**config.mk**
```make
export PLATFORM = sky130hd
export DESIGN_NAME = dvi_timing_sequencer
export DESIGN_NICKNAME = d
export VERILOG_FILES = /design/src/rtl/dvi_timing_sequencer.sv
export SDC_FILE = /design/constraint.sdc
export NUM_CORES = 1
export LEC_CHECK = 0
export CORE_MARGIN = 5
export CORE_UTILIZATION = 50
export CTS_BUF_LIST = sky130_fd_sc_hd__clkbuf_4 sky130_fd_sc_hd__clkbuf_8 sky130_fd_sc_hd__clkbuf_16
export DETAILED_ROUTE_END_ITERATION = 12
export PLACE_DENSITY = 0.86
export SYNTH_ARGS = -nofsm -noshare
export SYNTH_HDL_FRONTEND = slang
export SYNTH_SLANG_ARGS = --single-unit
```
**constraint.sdc**
```tcl
create_clock -name clk -period 3.47 [get_ports clk]
set_input_delay 0.694 -clock clk [delete_from_list [all_inputs] [get_ports clk]]
set_output_delay 0.694 -clock clk [all_outputs]
set_load 0.02 [all_outputs]
```
**src/rtl/dvi_timing_sequencer.sv**
```systemverilog
// DVI raster timing generator and pixel sequencer feeding three TMDS encoders.
// Optional colour-bar generator is compiled in with `define DVI_TEST_PATTERN_EN.
module dvi_timing_sequencer #(
    parameter int   H_ACTIVE  = 640,
    parameter int   H_FP      = 16,
    parameter int   H_SYNC    = 96,
    parameter int   H_BP      = 48,
    parameter int   V_ACTIVE  = 480,
    parameter int   V_FP      = 10,
    parameter int   V_SYNC    = 2,
    parameter int   V_BP      = 33,
    parameter logic HSYNC_POL = 1'b0,
    parameter logic VSYNC_POL = 1'b0,
    parameter int   CW        = 12
) (
    input  logic          clk,
    input  logic          reset_n,
    input  logic          enable,
`ifdef DVI_TEST_PATTERN_EN
    input  logic          test_mode,
`endif
    input  logic          pix_valid,
    input  logic [23:0]   pix_data,
    output logic          pix_ready,
    output logic          de,
    output logic          hsync,
    output logic          vsync,
    output logic [23:0]   rgb,
    output logic [CW-1:0] x,
    output logic [CW-1:0] y,
    output logic          frame_start,
    output logic          underflow,
    input  logic          underflow_clr
);

    localparam int H_TOTAL = H_ACTIVE + H_FP + H_SYNC + H_BP;
    localparam int V_TOTAL = V_ACTIVE + V_FP + V_SYNC + V_BP;

    localparam logic [CW-1:0] H_ACT_END  = CW'(H_ACTIVE - 1);
    localparam logic [CW-1:0] H_FP_END   = CW'(H_ACTIVE + H_FP - 1);
    localparam logic [CW-1:0] H_SYNC_END = CW'(H_ACTIVE + H_FP + H_SYNC - 1);
    localparam logic [CW-1:0] H_LAST     = CW'(H_TOTAL - 1);
    localparam logic [CW-1:0] V_ACT_END  = CW'(V_ACTIVE - 1);
    localparam logic [CW-1:0] V_FP_END   = CW'(V_ACTIVE + V_FP - 1);
    localparam logic [CW-1:0] V_SYNC_END = CW'(V_ACTIVE + V_FP + V_SYNC - 1);
    localparam logic [CW-1:0] V_LAST     = CW'(V_TOTAL - 1);

    typedef enum logic [1:0] {HS_ACT, HS_FP, HS_SYNC, HS_BP} h_state_t;
    typedef enum logic [1:0] {VS_ACT, VS_FP, VS_SYNC, VS_BP} v_state_t;

    h_state_t       h_state_q, h_state_d;
    v_state_t       v_state_q, v_state_d;
    logic [CW-1:0]  h_cnt_q, h_cnt_d, v_cnt_q, v_cnt_d;
    logic [CW-1:0]  x_q, x_d, y_q, y_d;
    logic [23:0]    rgb_q, rgb_d;
    logic           de_q, de_d, hsync_q, hsync_d, vsync_q, vsync_d;
    logic           frame_start_q, frame_start_d, underflow_q, underflow_d;
    logic           h_wrap, v_wrap, active_w;

`ifdef DVI_TEST_PATTERN_EN
    localparam int BAR_W = (H_ACTIVE >= 8) ? H_ACTIVE / 8 : 1;
    logic [2:0]  bar_idx;
    logic [23:0] bar_rgb;

    // Bar order white..black maps each colour channel onto one index bit.
    always_comb begin
        bar_idx = 3'(h_cnt_q / CW'(BAR_W));
        bar_rgb = {{8{~bar_idx[1]}}, {8{~bar_idx[2]}}, {8{~bar_idx[0]}}};
    end
`endif

    // Raster counters and the two phase state machines.
    always_comb begin
        h_wrap    = (h_cnt_q == H_LAST);
        v_wrap    = (v_cnt_q == V_LAST);
        h_cnt_d   = h_wrap ? '0 : h_cnt_q + CW'(1);
        v_cnt_d   = h_wrap ? (v_wrap ? '0 : v_cnt_q + CW'(1)) : v_cnt_q;
        h_state_d = h_state_q;
        v_state_d = v_state_q;
        case (h_state_q)
            HS_ACT:  if (h_cnt_q == H_ACT_END)  h_state_d = HS_FP;
            HS_FP:   if (h_cnt_q == H_FP_END)   h_state_d = HS_SYNC;
            HS_SYNC: if (h_cnt_q == H_SYNC_END) h_state_d = HS_BP;
            HS_BP:   if (h_wrap)                h_state_d = HS_ACT;
            default:                            h_state_d = HS_ACT;
        endcase
        if (h_wrap) begin
            case (v_state_q)
                VS_ACT:  if (v_cnt_q == V_ACT_END)  v_state_d = VS_FP;
                VS_FP:   if (v_cnt_q == V_FP_END)   v_state_d = VS_SYNC;
                VS_SYNC: if (v_cnt_q == V_SYNC_END) v_state_d = VS_BP;
                VS_BP:   if (v_wrap)                v_state_d = VS_ACT;
                default:                            v_state_d = VS_ACT;
            endcase
        end
        if (!enable) begin
            h_cnt_d   = '0;
            v_cnt_d   = '0;
            h_state_d = HS_ACT;
            v_state_d = VS_ACT;
        end
    end

    // Output stage: everything here lands on the encoders one clock later.
    always_comb begin
        active_w = enable && (h_state_q == HS_ACT) && (v_state_q == VS_ACT);
`ifdef DVI_TEST_PATTERN_EN
        pix_ready = active_w && !test_mode;
`else
        pix_ready = active_w;
`endif
        de_d          = active_w;
        frame_start_d = active_w && (h_cnt_q == '0) && (v_cnt_q == '0);
        hsync_d       = (enable && h_state_q == HS_SYNC) ? HSYNC_POL : ~HSYNC_POL;
        vsync_d       = (enable && v_state_q == VS_SYNC) ? VSYNC_POL : ~VSYNC_POL;
        x_d           = !enable ? '0 : (active_w ? h_cnt_q : x_q);
        y_d           = !enable ? '0 : (active_w ? v_cnt_q : y_q);
        rgb_d         = (pix_ready && pix_valid) ? pix_data : 24'h0;
`ifdef DVI_TEST_PATTERN_EN
        if (active_w && test_mode) rgb_d = bar_rgb;
`endif
        // A starved pixel wins over a same-cycle clear so no event is lost.
        if (pix_ready && !pix_valid) underflow_d = 1'b1;
        else if (underflow_clr)      underflow_d = 1'b0;
        else                         underflow_d = underflow_q;
    end

    always_ff @(posedge clk or negedge reset_n) begin
        if (!reset_n) begin
            h_state_q     <= HS_ACT;
            v_state_q     <= VS_ACT;
            h_cnt_q       <= '0;
            v_cnt_q       <= '0;
            x_q           <= '0;
            y_q           <= '0;
            rgb_q         <= '0;
            de_q          <= 1'b0;
            hsync_q       <= ~HSYNC_POL;
            vsync_q       <= ~VSYNC_POL;
            frame_start_q <= 1'b0;
            underflow_q   <= 1'b0;
        end else begin
            h_state_q     <= h_state_d;
            v_state_q     <= v_state_d;
            h_cnt_q       <= h_cnt_d;
            v_cnt_q       <= v_cnt_d;
            x_q           <= x_d;
            y_q           <= y_d;
            rgb_q         <= rgb_d;
            de_q          <= de_d;
            hsync_q       <= hsync_d;
            vsync_q       <= vsync_d;
            frame_start_q <= frame_start_d;
            underflow_q   <= underflow_d;
        end
    end

    assign de          = de_q;
    assign hsync       = hsync_q;
    assign vsync       = vsync_q;
    assign rgb         = rgb_q;
    assign x           = x_q;
    assign y           = y_q;
    assign frame_start = frame_start_q;
    assign underflow   = underflow_q;

endmodule

```
# Yosys cells after proc, flatten, opt, wreduce, memory -nomap -nowiden

Cells that the tools add are included.

Bits in registers: 81
Logic and storage cells: 81

Add/subtract/negate cells: 2
Equality and inequality tests: 24
Mux-type cells: 27
Reductions and logical operators: 16

Operator list:

| kind                  | count |
|---|---|
| $mux 12               | 9 |
| $eq 12x10->1 const B  | 5 |
| $eq 12x9->1 const B   | 3 |
| $add 12x1->12 const B | 2 |
| $logic_not 12->1      | 2 |
| $mux 24               | 1 |
| $ne 3x3->1 const B    | 8 |
| $mux 2                | 11 |
| $pmux 2 s4            | 2 |
| $eq 2x2->1 const B    | 4 |
| $logic_and 1x1->1     | 8 |
| $reduce_and 5->1      | 1 |
| $eq 2x1->1 const B    | 2 |
| $logic_not 2->1       | 2 |
| $mux 1                | 4 |
| $ne 2x1->1 const B    | 2 |
| $reduce_and 4->1      | 1 |
| $reduce_bool 2->1     | 1 |
| $logic_not 1->1       | 1 |

# Longest topological paths before layout

Word-level depth: 5
Depth in mapped cells: 8
Depth with buffers taken out: 7

# Least setup slack after synthesis

Ideal clock, no wire load.

Path kind: flip-flop to flip-flop
Start point: register v_cnt_q[0]
End point: register v_state_q[0]
Library setup time: 0.079 ns
Arrival: 2.260 ns
Data required time: 3.391 ns
Path slack: 1.130 ns
Stages on the path, launching flop included: 7
Path buffers: 0
Clock period less this slack: 2.340 ns
Path through: dfrtp_1 -> ha_1 -> or4b_1 -> or4_1 -> a22o_1 -> nor4_1 -> mux2i_1

Longest elaborated chain between the ends: 3

Ends and longest elaborated chain:

| what                                      | RTL line | source |
|---|---|---|
| start, declared                           | 53       | `logic [CW-1:0] h_cnt_q, h_cnt_d, v_cnt_q, v_cnt_d;` |
| start signal, assigned                    | 146      | `v_cnt_q <= v_cnt_d;` |
| $eq 12x9->1, or another cell as far along | 91       | `VS_SYNC: if (v_cnt_q == V_SYNC_END) v_state_d = VS_BP;` |
| $ne 3x3->1 (no line)                      | --       |  |
| $reduce_and 5->1 (no line) *              | --       |  |
| end signal, assigned                      | 144      | `v_state_q <= v_state_d;` |
| end, declared                             | 52       | `v_state_t v_state_q, v_state_d;` |

Every way passes the cells marked *; elsewhere a longest branch is shown, timed or not.
A chain may end at the register's enable or synchronous reset.

# Worst setup path in the final report

Start point: input enable
End point: output pix_ready

Longest elaborated chain between the ends: 2

Ends and longest elaborated chain:

| what                           | RTL line | source |
|---|---|---|
| start, declared                | 18       | `input logic enable,` |
| $logic_and 1x1->1 (2 in a row) | 106      | `active_w = enable && (h_state_q == HS_ACT) && (v_state_q == VS_ACT);` |
| end, declared                  | 24       | `output logic pix_ready,` |

Every way passes these cells.

==> flow_summary.ini <==
[outcome]
status = completed

[floorplan]
io_pins = 83
num_rows = 31
die_x_um = 95.01
die_area_mm2 = 0.009027
initial_core_util_pct = 50.63
die_h_um = 95.01
core_region_area_mm2 = 0.007137

[final_layout]
drive_above_1_share_pct = 5.669
area_growth_pct = 29.12
layout.nets = 479
instances_no_fill = 540
fillers = 565
antenna_cells = 0

[logic_synthesis]
yosys_warnings = 0
synth_nets = 410
syn_inst = 368
synth-xor-area-share_pct = 2.424
synth-seq-cells = 81
netlist_area_mm2 = 0.003613
synth_edf_count = 0
synth-simple-area-share_pct = 21.78
synth_compound_area_share_pct = 9.834
syn_avg_cell_area_um2 = 9.819
synth_top_family_by_area = simple AND/OR/NAND/NOR gates
synth_fa_ha_area_share_pct = 4.501
synth.mux.area_fraction_pct = 1.108
async_flop_share_pct = 100.0
ys_types = 41
seq_area_frac_synth_pct = 56.16
synth_ff_type = dfrtp_1

[detailed_routing]
dr.pass1.iters = 4
first_iter_violations = 207
drc = 0
routed_wl_mm = 8.504
via_per_inst = 5.374
wl_per_cell_um = 15.75
vias = 2902
ant_nets = 0

[sta]
slew_headroom_pct = 34.06
finalClockSkew_ps = 11.24
finalMaxSlewViolations = 0
hold_viol = 0
rsz0062_at_grt = false
finalCritPeriodShare_pct = 78.39
tightest_slew_ps = 989.0
tns_ps = 0
max_freq_ghz = 0.3676
setup_violations = 0
layout_min_cycle_time_ps = 2720

[clock_tree]
htreeDepth = 3
cts_hold_buf = 0
post_cts_buffers = 0
cts.sinks = 81
cts-root-buf = clkbuf_8
clockBufferDepth = 2
clock_latency_ps = 360
cts_buffers = 9
tritoncts = yes
clk_pin_slew_ps = 80
cts_resized = 0

[placed_design]
gp_congestion = 0.8972
place_inst = 525
io_buffer_count = 82
dp_hpwl_mm = 5.735

[global_route]
grt_use_met3_pct = 4.183
grt_max_degree = 82
grt_pass1_vias = 2960
top_usage_layer = met2
grtUsageTotal_pct = 20.68
grt_overflow_total = 0
grt_pass1_wl_mm = 14.40
antenna_found_initial = 0
use_met2_pct = 35.53
gr-usage-met1_pct = 25.38

[setup_path]
cp.arrival_ps = 2030
crit_path_max_fanout = 3
reg2reg_depth = 6
crit_path_start_kind = input pin
worstSetupPathType = input pin to output port
required_ps = 2780
r2r_setup_slack_ps = 920
r2r_end = v_state_q[1]
endpoint_kind = output port
reg2reg_from = v_cnt_q[0]

[run]
cap_violations = 0

[pwr]
p_total_mw = 2.124
ir_worst_vdd_uv = 226.9
total_leakage_power_nw = 2.096
p_per_area_mw_per_mm2 = 455.2

[worst_hold_path]
hp-class = input pin to asynchronous set/reset pin
layout by cell type (no fill, tap or decap), types with 2 or more instances in the layout:
cell type	synthesis	final
clkdlybuf4s50_1	0	81
dfrtp_1	79	79
nand2_1	67	67
o21ai_0	39	39
and3_1	36	35
nor2_1	18	18
inv_1	14	14
ha_1	13	13
nand3_1	12	12
clkbuf_8	0	9
o31ai_1	8	8
nor4_1	6	6
xor2_1	5	5
xnor2_1	5	5
a31oi_1	5	5
nand4_1	4	4
mux2i_1	4	4
buf_4	0	3
nor3_1	2	2
nor3b_1	2	2
a21oi_1	2	2
clkinv_4	0	2
dfstp_2	2	2
layer usage:
metal  vias up  routed length, um  part of all wire [%]
met3        16                520                   6.1
li1       1393                  -                     -
met1      1388               3489                    41
met5         -                  0                     0
met4         0                154                   1.8
met2       105               4339                    51
cells in the mapped netlist, types with 2 or more instances:
cell	count	share of area (%)
nand4_1	4	0.69
o21ai_0	39	5.4
o31ai_1	8	1.7
nor3b_1	2	0.42
nand3_1	12	1.7
dfrtp_1	79	55
nand2_1	67	7.0
and3_1	36	6.2
a21oi_1	2	0.28
xnor2_1	5	1.2
nor2_1	18	1.9
nor3_1	2	0.28
ha_1	13	4.5
clkbuf_1	23	2.4
inv_1	14	1.5
buf_1	2	0.21
dfstp_2	2	1.5
nor4_1	6	1.0
xor2_1	5	1.2
a31oi_1	5	0.87
mux2i_1	4	1.1
cells by family (layout without fill, tap and decap cells):
family          after synthesis  in the layout
mux                           4              4
buf+inv                      40            113
simple gates                159            159
flops                        81             81
fa+ha+maj                    13             13
xor+xnor                     10             10
compound gates               61             61
flip-flops by register name (all words and copies together) (netlist names):
register	cells
hsync	1
frame_start	1
y	12
underflow	1
vsync	1
h_cnt_q	12
v_cnt_q	12
rgb	24
de	1
h_state_q	2
v_state_q	2
x	12
stage by stage:
step                util (%)  area [um^2]  setup slack (ps)  hold WS (ps)
CTS                    65.38         4666             745.0         541.5
global route           65.38         4666             720.8         581.8
global placement       62.68         4473             750.4         517.5
detailed placement     62.68         4473             744.5         527.9
finish                 65.38         4666             749.9         498.9
floorplan                  -         3613              1130         398.4
critical path, cell delays in order:
cell and delay (ps):
clkdlybuf4s50_1 500, and3_2 220, clkdlybuf4s50_1 610
layout make-up:
cell class | count | area [um^2] | share of cell area [%]
clock inverters | 6 | 68.82 | 1.475
inverters | 14 | 52.55 | 1.126
clock buffers | 9 | 123.9 | 2.655
multi-input cells | 247 | 1434 | 30.73
well taps | 99 | 123.9 | 2.655
flip-flops and latches | 81 | 2029 | 43.50
repair buffers | 84 | 833.3 | 17.86
power by group:
group / leakage (nW) / total [mW] / switching (mW) / internal, mW
combinational: 0.890 / 0.417 / 0.245 / 0.172
sequential: 1.11 / 1.02 / 0.0251 / 0.998
clock: 0.0957 / 0.683 / 0.351 / 0.332
total: 2.10 / 2.12 / 0.621 / 1.50
worst max path at each step:
stage,from,endpoint,slack (ps),depth (start not counted)
finish,enable,pix_ready,750,3
CTS,enable,pix_ready,740,3
floorplan,v_cnt_q[0],v_state_q[0],1130,6
global route,enable,pix_ready,720,3
global placement,enable,pix_ready,750,3
detailed placement,enable,pix_ready,740,3
(Power assumes the default switching activity.)
